File: config.mk
export PLATFORM = sky130hd
export DESIGN_NAME = medidor_distancia
export DESIGN_NICKNAME = d
export VERILOG_FILES = /design/src/rtl/medidor_pkg.sv /design/src/rtl/sincronizador.sv /design/src/rtl/medidor_distancia.sv
export SDC_FILE = /design/constraint.sdc
export NUM_CORES = 1
export LEC_CHECK = 0
export CAP_MARGIN = 40
export CELL_PAD_IN_SITES_DETAIL_PLACEMENT = 0
export CELL_PAD_IN_SITES_GLOBAL_PLACEMENT = 2
export CORE_MARGIN = 1
export CORE_UTILIZATION = 42
export DETAILED_ROUTE_END_ITERATION = 8
export PLACE_DENSITY_LB_ADDON = 0.1
export SLEW_MARGIN = 20
export SYNTH_ARGS = -nofsm -noshare
export SYNTH_HDL_FRONTEND = slang
export SYNTH_HIERARCHICAL = 1
export SYNTH_SLANG_ARGS = --single-unit
File: constraint.sdc
create_clock -name clk -period 5.3 [get_ports clk]
set_input_delay 0.53 -clock clk [delete_from_list [all_inputs] [get_ports clk]]
set_output_delay 0.53 -clock clk [all_outputs]
set_load 0.05 [all_outputs]
File: src/rtl/medidor_pkg.sv
// Shared state encoding, default timing constants and the "no object"
// distance code for the ultrasonic ranging front end.
package medidor_pkg;

  typedef enum logic [2:0] {
    IDLE,
    TRIG,
    WAIT_ECHO,
    MEASURE,
    DONE
  } estado_t;

  localparam int TRIG_CYCLES_DEF   = 500;
  localparam int CYCLES_PER_CM_DEF = 2900;
  localparam int ECHO_TIMEOUT_DEF  = 1_500_000;
  localparam int IDLE_CYCLES_DEF   = 3_000_000;

  localparam logic [7:0] DIST_INVALIDA = 8'd255;

  function automatic int max3(input int a, input int b, input int c);
    int m;
    m = (a > b) ? a : b;
    return (m > c) ? m : c;
  endfunction

endpackage

File: src/rtl/sincronizador.sv
// Two-flop synchronizer bringing the asynchronous echo pin into the clk domain.
module sincronizador (
  input  logic clk,
  input  logic rst_n,
  input  logic d,
  output logic q
);

  logic meta_q;
  logic sync_q;

  always_ff @(posedge clk or negedge rst_n) begin
    if (!rst_n) begin
      meta_q <= 1'b0;
      sync_q <= 1'b0;
    end else begin
      meta_q <= d;
      sync_q <= meta_q;
    end
  end

  assign q = sync_q;

endmodule

File: src/rtl/medidor_distancia.sv
// HC-SR04 style ranging front end: fires periodic triggers, times the echo
// and reports the distance in whole centimetres with a one-cycle valid strobe.
module medidor_distancia
  import medidor_pkg::*;
#(
  parameter int TRIG_CYCLES   = TRIG_CYCLES_DEF,
  parameter int CYCLES_PER_CM = CYCLES_PER_CM_DEF,
  parameter int ECHO_TIMEOUT  = ECHO_TIMEOUT_DEF,
  parameter int IDLE_CYCLES   = IDLE_CYCLES_DEF
) (
  input  logic       clk,
  input  logic       rst_n,
  input  logic       echo_in,
  output logic       trig_out,
  output logic [7:0] distancia_cm,
  output logic       valid,
  output logic       erro
);

  // One phase counter serves IDLE, TRIG and WAIT_ECHO, so it is sized for the longest.
  localparam int CNT_MAX = max3(TRIG_CYCLES, ECHO_TIMEOUT, IDLE_CYCLES);
  localparam int CW      = $clog2(CNT_MAX + 1);
  localparam int PW      = $clog2(CYCLES_PER_CM + 1);

  localparam logic [CW-1:0] IDLE_FIM    = CW'(IDLE_CYCLES - 1);
  localparam logic [CW-1:0] TRIG_FIM    = CW'(TRIG_CYCLES - 1);
  localparam logic [CW-1:0] TIMEOUT_FIM = CW'(ECHO_TIMEOUT - 1);
  localparam logic [PW-1:0] PRESC_FIM   = PW'(CYCLES_PER_CM);

  estado_t       estado_q, estado_d;
  logic [CW-1:0] cnt_q, cnt_d;
  logic [PW-1:0] presc_q, presc_d;
  logic [7:0]    cm_q, cm_d;
  logic [7:0]    res_q, res_d;
  logic          err_q, err_d;
  logic          trig_q, trig_d;
  logic [7:0]    dist_q, dist_d;
  logic          erro_q, erro_d;
  logic          valid_q, valid_d;
  logic          echo_ant_q;

  logic          echo_s;
  logic          echo_sobe;
  logic [PW-1:0] presc_inc;
  logic          presc_hit;
  logic [7:0]    cm_inc;

  sincronizador u_sinc (
    .clk   (clk),
    .rst_n (rst_n),
    .d     (echo_in),
    .q     (echo_s)
  );

  // An echo already high when WAIT_ECHO is entered shows echo_ant_q=1, so it never counts.
  assign echo_sobe = echo_s & ~echo_ant_q;
  assign presc_inc = presc_q + PW'(1);
  assign presc_hit = (presc_inc == PRESC_FIM);
  assign cm_inc    = cm_q + 8'd1;

  always_comb begin
    estado_d = estado_q;
    cnt_d    = cnt_q;
    presc_d  = presc_q;
    cm_d     = cm_q;
    res_d    = res_q;
    err_d    = err_q;
    trig_d   = trig_q;
    dist_d   = dist_q;
    erro_d   = erro_q;
    valid_d  = 1'b0;
    unique case (estado_q)
      IDLE: begin
        if (cnt_q == IDLE_FIM) begin
          estado_d = TRIG;
          cnt_d    = '0;
          trig_d   = 1'b1;
        end else begin
          cnt_d = cnt_q + CW'(1);
        end
      end
      TRIG: begin
        if (cnt_q == TRIG_FIM) begin
          estado_d = WAIT_ECHO;
          cnt_d    = '0;
          trig_d   = 1'b0;
        end else begin
          cnt_d = cnt_q + CW'(1);
        end
      end
      WAIT_ECHO: begin
        if (echo_sobe) begin
          estado_d = MEASURE;
          cnt_d    = '0;
          presc_d  = presc_hit ? '0 : presc_inc;
          cm_d     = presc_hit ? cm_inc : cm_q;
        end else if (cnt_q == TIMEOUT_FIM) begin
          estado_d = DONE;
          res_d    = DIST_INVALIDA;
          err_d    = 1'b1;
        end else begin
          cnt_d = cnt_q + CW'(1);
        end
      end
      MEASURE: begin
        if (!echo_s) begin
          estado_d = DONE;
          res_d    = cm_q;
          err_d    = 1'b0;
        end else begin
          presc_d = presc_hit ? '0 : presc_inc;
          cm_d    = presc_hit ? cm_inc : cm_q;
          if (presc_hit && (cm_inc == DIST_INVALIDA)) begin
            estado_d = DONE;
            res_d    = DIST_INVALIDA;
            err_d    = 1'b0;
          end
        end
      end
      DONE: begin
        dist_d   = res_q;
        erro_d   = err_q;
        valid_d  = 1'b1;
        cnt_d    = '0;
        presc_d  = '0;
        cm_d     = '0;
        estado_d = IDLE;
      end
      default: estado_d = IDLE;
    endcase
  end

  always_ff @(posedge clk or negedge rst_n) begin
    if (!rst_n) begin
      estado_q   <= IDLE;
      cnt_q      <= '0;
      presc_q    <= '0;
      cm_q       <= '0;
      res_q      <= DIST_INVALIDA;
      err_q      <= 1'b0;
      trig_q     <= 1'b0;
      dist_q     <= DIST_INVALIDA;
      erro_q     <= 1'b0;
      valid_q    <= 1'b0;
      echo_ant_q <= 1'b0;
    end else begin
      estado_q   <= estado_d;
      cnt_q      <= cnt_d;
      presc_q    <= presc_d;
      cm_q       <= cm_d;
      res_q      <= res_d;
      err_q      <= err_d;
      trig_q     <= trig_d;
      dist_q     <= dist_d;
      erro_q     <= erro_d;
      valid_q    <= valid_d;
      echo_ant_q <= echo_s;
    end
  end

  assign trig_out     = trig_q;
  assign distancia_cm = dist_q;
  assign valid        = valid_q;
  assign erro         = erro_q;

endmodule
Word level (Yosys, flattened, before mapping):

Index checks and enable logic that the tools add are counted.

* bits of input ports: 3
* register bits after elaboration: 68
* logic and storage cells: 81
* output and inout bits: 11

* equal/unequal tests: 18
* $add $sub $neg: 3
* muxes and demuxes: 34
* reductions and logical operators: 11
* bitwise gates (word level): 2

Operator list (count)
* $mux 22: 4
* $pmux 22 s4: 1
* $mux 8: 7
* $mux 12: 3
* $pmux 12 s3: 1
* $pmux 8 s3: 1
* $add 22x1->22 const B: 1
* $eq 22x21->1 const B: 1
* $eq 22x22->1 const B: 1
* $eq 22x9->1 const B: 1
* $mux 3: 6
* $pmux 8 s2: 1
* $add 12x1->12 const B: 1
* $eq 12x12->1 const B: 1
* $pmux 3 s4: 1
* $ne 2x2->1 const B: 5
* $ne 3x3->1 const B: 3
* $add 8x1->8 const B: 1
* $eq 8x8->1 const B: 1
* $reduce_and 4->1: 2
* $mux 1: 7
* $eq 3x2->1 const B: 2
* $reduce_and 3->1: 2
* $pmux 1 s2: 2
* other kinds (11): 12

Depth between registers and ports, before layout:

* word-level depth: 6
* depth in mapped cells: 11
* depth with buffers taken out: 8

Cells and area by module:

The synthesis kept the hierarchy.

Modules (own cells, without submodules)
* medidor_distancia: area an instance 3657.3 um^2, cells an instance 408, instances 1, seq. area each 1671.6 um^2
* sincronizador: area an instance 50.0 um^2, cells an instance 2, instances 1, seq. area each 50.0 um^2

Worst setup path before layout:

OpenSTA, ideal clock, no wires.

* kind: register to register
* start point: register presc_q[0]
* end point: register res_q[0]
* stages on the path, launching flop included: 10
* arrival: 2.535 ns
* setup time: 0.061 ns
* buffers on the path: 1
* required time: 5.239 ns
* setup slack: 2.704 ns
* period minus slack after synthesis: 2.596 ns
* path through: dfrtp_1 ha_1 and3_1 buf_4 a31oi_1 o2111ai_2 or4_4 and4_4 nor3_4 o22a_1

* word-level cells in the longest chain between the ends: 5

RTL lines
* start: declaration: line medidor_distancia.sv:32 `logic [PW-1:0] presc_q, presc_d;`
* start signal: assignment: line medidor_distancia.sv:149 `presc_q <= presc_d;`
* $add 12x1->12: line medidor_distancia.sv:57 `assign presc_inc = presc_q + PW'(1);`
* $eq 12x12->1: line medidor_distancia.sv:58 `assign presc_hit = (presc_inc == PRESC_FIM);`
* $logic_and 1x1->1: line medidor_distancia.sv:113 `if (presc_hit && (cm_inc == DIST_INVALIDA)) begin`
* $ne 3x3->1 (no source line)
* $reduce_and 4->1 (no source line)
* end signal: assignment: line medidor_distancia.sv:151 `res_q <= res_d;`
* end: declaration: line medidor_distancia.sv:34 `logic [7:0] res_q, res_d;`

No other way between the ends.
A chain may end at the register's enable or synchronous reset.

Worst setup path after layout:

* start point: register presc_q[0]
* end point: register res_q[4]

Same word-level chain as after synthesis.

==> key figures <==
STA
  – Final Hold Fails: 0
  – Fin. max-slew vios: 0
  – Peak Freq: 0.352 GHz
  – Final clock skew: 0.0116 ns
  – Worst rel slew slack: 0.477
  – Period utilisation layout: 0.537
  – Final Setup Violations: 0
  – Setup TNS: 0 ns
  – RSZ-0062 raised after global routing: no
  – Slew @ Worst Pin: 0.779 ns
  – Crit path time final: 2.84 ns

Logic synthesis
  – Synthesized flop and latch total: 68
  – Yosys top cell area share: 0.351
  – Syn Std Cell Area: 3710 µm²
  – Yosys cell types: 60
  – Dominant register cell in the synthesized netlist: dfrtp_1
  – Post-synth ARST share: 1.00
  – Post-synth EDFFs: 0
  – Syn_area_per_cell: 9.04 µm²
  – Ranking of synthesized cells by area: dfrtp_1, dfstp_2, nand2_1, o21ai_0, nand3_1
  – Post-Synthesis Cells: 410
  – Sequential share of the synthesized area: 0.464
  – Synth warn: 6
  – Syn nets: 418
  – Synth area leader: dfrtp_1

Critical path
  – Critical Path Start Type: register
  – CP max-delay cell: or4_4
  – Worst reg2reg path depth: 8
  – Worst setup endpoint: res_q[4]
  – R2R Path Start: presc_q[0]
  – WS Path Type: register to register
  – Cell family with most CP delay: simple AND/OR/NAND/NOR gates
  – Crit path largest cell delay: 0.60 ns
  – Critical path required time: 5.59 ns
  – CP endpoint kind: register
  – Crit path max fanout: 9
  – Critical R2R Capture: res_q[4]
  – Crit-path cells: ha_1 > and3_1 > a31oi_1 > o2111ai_2 > or4_4 > and4_4 > nor3_4 > o22a_1
  – Critical path arrival: 3.14 ns
  – Crit path depth: 8
  – Worst path buffer plus inverter count: 0
  – Crit path launch: presc_q[0]
  – Worst R2R Setup Slack: 2.46 ns

Clocking
  – CTS Hold Bufs: 0
  – Clk buf depth: 2
  – H-tree Lvls: 3
  – Post-CTS Setup Inserts: 0
  – CTS resizes: 0
  – TritonCTS buffer count: 9
  – Clock Sinks: 68
  – Clk_lat worst skew: 0.35 ns
  – Clock tree from TritonCTS: built
  – Clock Pin Slew Worst Setup and Hold Paths: 0.08 ns
  – Root Buffer: clkbuf_8

Placement
  – Detail Placement HPWL: 6350 µm
  – RePlAce Congestion: 0.846
  – PortBufs: 13

Floorplan
  – Die area: 9210 µm²
  – Die X: 96.0 µm
  – Core area: 8380 µm²
  – Die Y: 96.0 µm
  – Initial Utilization: 0.442
  – Cell row count: 33
  – Io pins: 14

Layout
  – Register area: 1720 µm²
  – Fill cells: 798
  – Share of cells above drive strength 1: 0.110
  – Ant diodes: 0
  – Layout Nets: 430
  – Multi-input logic area: 1870 µm²
  – Layout area overhead: 11.4%

Route
  – Pre-antenna DRT Iters: 4
  – Via count: 3095
  – Routed WL: 9100 µm
  – Antenna viol nets, final: 0
  – DRC: 0
  – 1st-iter DRT viols: 173
  – DR WL/cell: 17.1 µm
  – Drt via density: 5.82

GRT
  – Met2 Usage GRT: 0.367
  – Global-route usage over all layers: 0.222
  – Met3 Usage GRT: 0.0458
  – Number of global-route vias before repair: 3060
  – Layer with the highest usage: met2
  – Largest net degree at the start of global routing: 36
  – First-pass GRT wire length: 15400 µm
  – Total gr overflow: 0
  – Initial antenna violation count: 0
  – Met1 Usage GRT: 0.293

Pwr
  – Power density over the cells: 232 nW/µm²
  – Design Power: 0.956 mW
  – Max IR drop VDD: 104 µV
  – Pleak: 1.67 nW

Outcome
  – Status: completed

Min path
  – Hold crit path type: input port to async pin

Flow run
  – Maxcap violations: 0
[cell type report]
| cell class | instances | area share |
|---|---|---|
| Clock buffer | 10 | 0.0361 |
| Tap cell | 105 | 0.0318 |
| Inverter | 11 | 0.0100 |
| Multi-Input combinational cell | 314 | 0.452 |
| Clock inverter | 6 | 0.0109 |
| Timing Repair Buffer | 18 | 0.0424 |
| Sequential cell | 68 | 0.417 |
[registers in the layout, summed over array words and instances, names as in the netlist, 3 cells and up]
signal	flops
presc_q	12
cm_q	8
res_q	8
distancia_cm	8
estado_q	3
cnt_q	22
[where the power goes]
part	internal, mW	total, mW	switching [mW]
logic	0.00347	0.0150	0.0115
clock network	0.201	0.420	0.219
registers	0.520	0.522	0.00143
[cells in the mapped netlist (all sizes together), types with 10 or more instances]
cell    instances
and3           10
nand2          61
nor2           23
nand4          13
inv            11
dfstp          16
nand3          29
a21oi          21
dfrtp          52
clkbuf         11
nor3           11
o21ai          41
[cells in the final DEF, fill, tap and decap left out, types with 2 or more instances in the layout]
master           netlist  routed
a21o_1                 2       2
nand4_1               13      13
o22a_1                 8       8
dfrtp_1               52      52
nor4_1                 3       3
nand2b_1               6       6
clkinv_2               0       2
a21oi_1               21      21
dfstp_2               16      16
a31oi_1                2       2
mux2i_1                8       8
clkdlybuf4s50_1        0      12
nand2_1               61      61
clkbuf_8               0       9
or3_1                  8       8
nand3_1               29      29
o21a_1                 3       3
clkinv_4               0       3
or4_1                  3       3
and4_1                 4       4
o31ai_1                5       5
o21ai_0               41      41
ha_1                   5       5
and2_1                 2       2
nand3b_1               3       3
nor3b_1                2       2
a22o_1                 5       5
inv_1                 11      11
nor2_1                23      23
o211ai_1               2       2
xnor2_1                4       4
nor3_1                 9       9
and3_1                 9       9
buf_4                  1       4
nor2b_1                8       8
[kinds of logic (layout without fill, tap and decap cells)]
logic type,after synthesis,count (layout),share of synthesized area
AOI/OAI and AO/OA,100,100,0.172
xor gates and xnor gates,5,5,0.0118
adders and majority gates,5,5,0.0169
buffers and inverters,28,45,0.0324
DFF,68,68,0.464
muxes,9,9,0.0246
and+or+nand+nor,195,195,0.278
[worst min path at each step]
stage / startpoint / end / slack (ns) / cells past startpoint
final: rst_n / cnt_q[7] / 0.20 / 2
after detailed placement: u_sinc/meta_q / u_sinc/q / 0.34 / 0
after global routing: rst_n / cnt_q[7] / 0.24 / 2
after floorplan: rst_n / cm_q[0] / 0.23 / 0
after global placement: u_sinc/meta_q / u_sinc/q / 0.35 / 0
after CTS: rst_n / cnt_q[5] / 0.21 / 2
[metal layers]
| metal | wire, µm | share of wire | up-vias |
|---|---|---|---|
| met2 | 4290 | 0.47 | 49 |
| met4 | 76 | 0.0084 | 0 |
| li1 | - | - | 1527 |
| met1 | 4400 | 0.48 | 1513 |
| met5 | 0 | 0 | - |
| met3 | 331 | 0.036 | 6 |
[stage by stage]
step                std cells  instance area [µm²]  setup slack [ns]  hold WS (ns)  utilization
finish                    532                 4130              2.46         0.205        0.493
global route              532                 4130              2.22         0.239        0.493
CTS                       532                 4130              2.44         0.206        0.493
detailed placement        516                 3940              2.43         0.341        0.469
global placement          514                 3910              2.49         0.348        0.466
floorplan                 410                 3710              2.70         0.234            -
(Power assumes the default switching activity.)
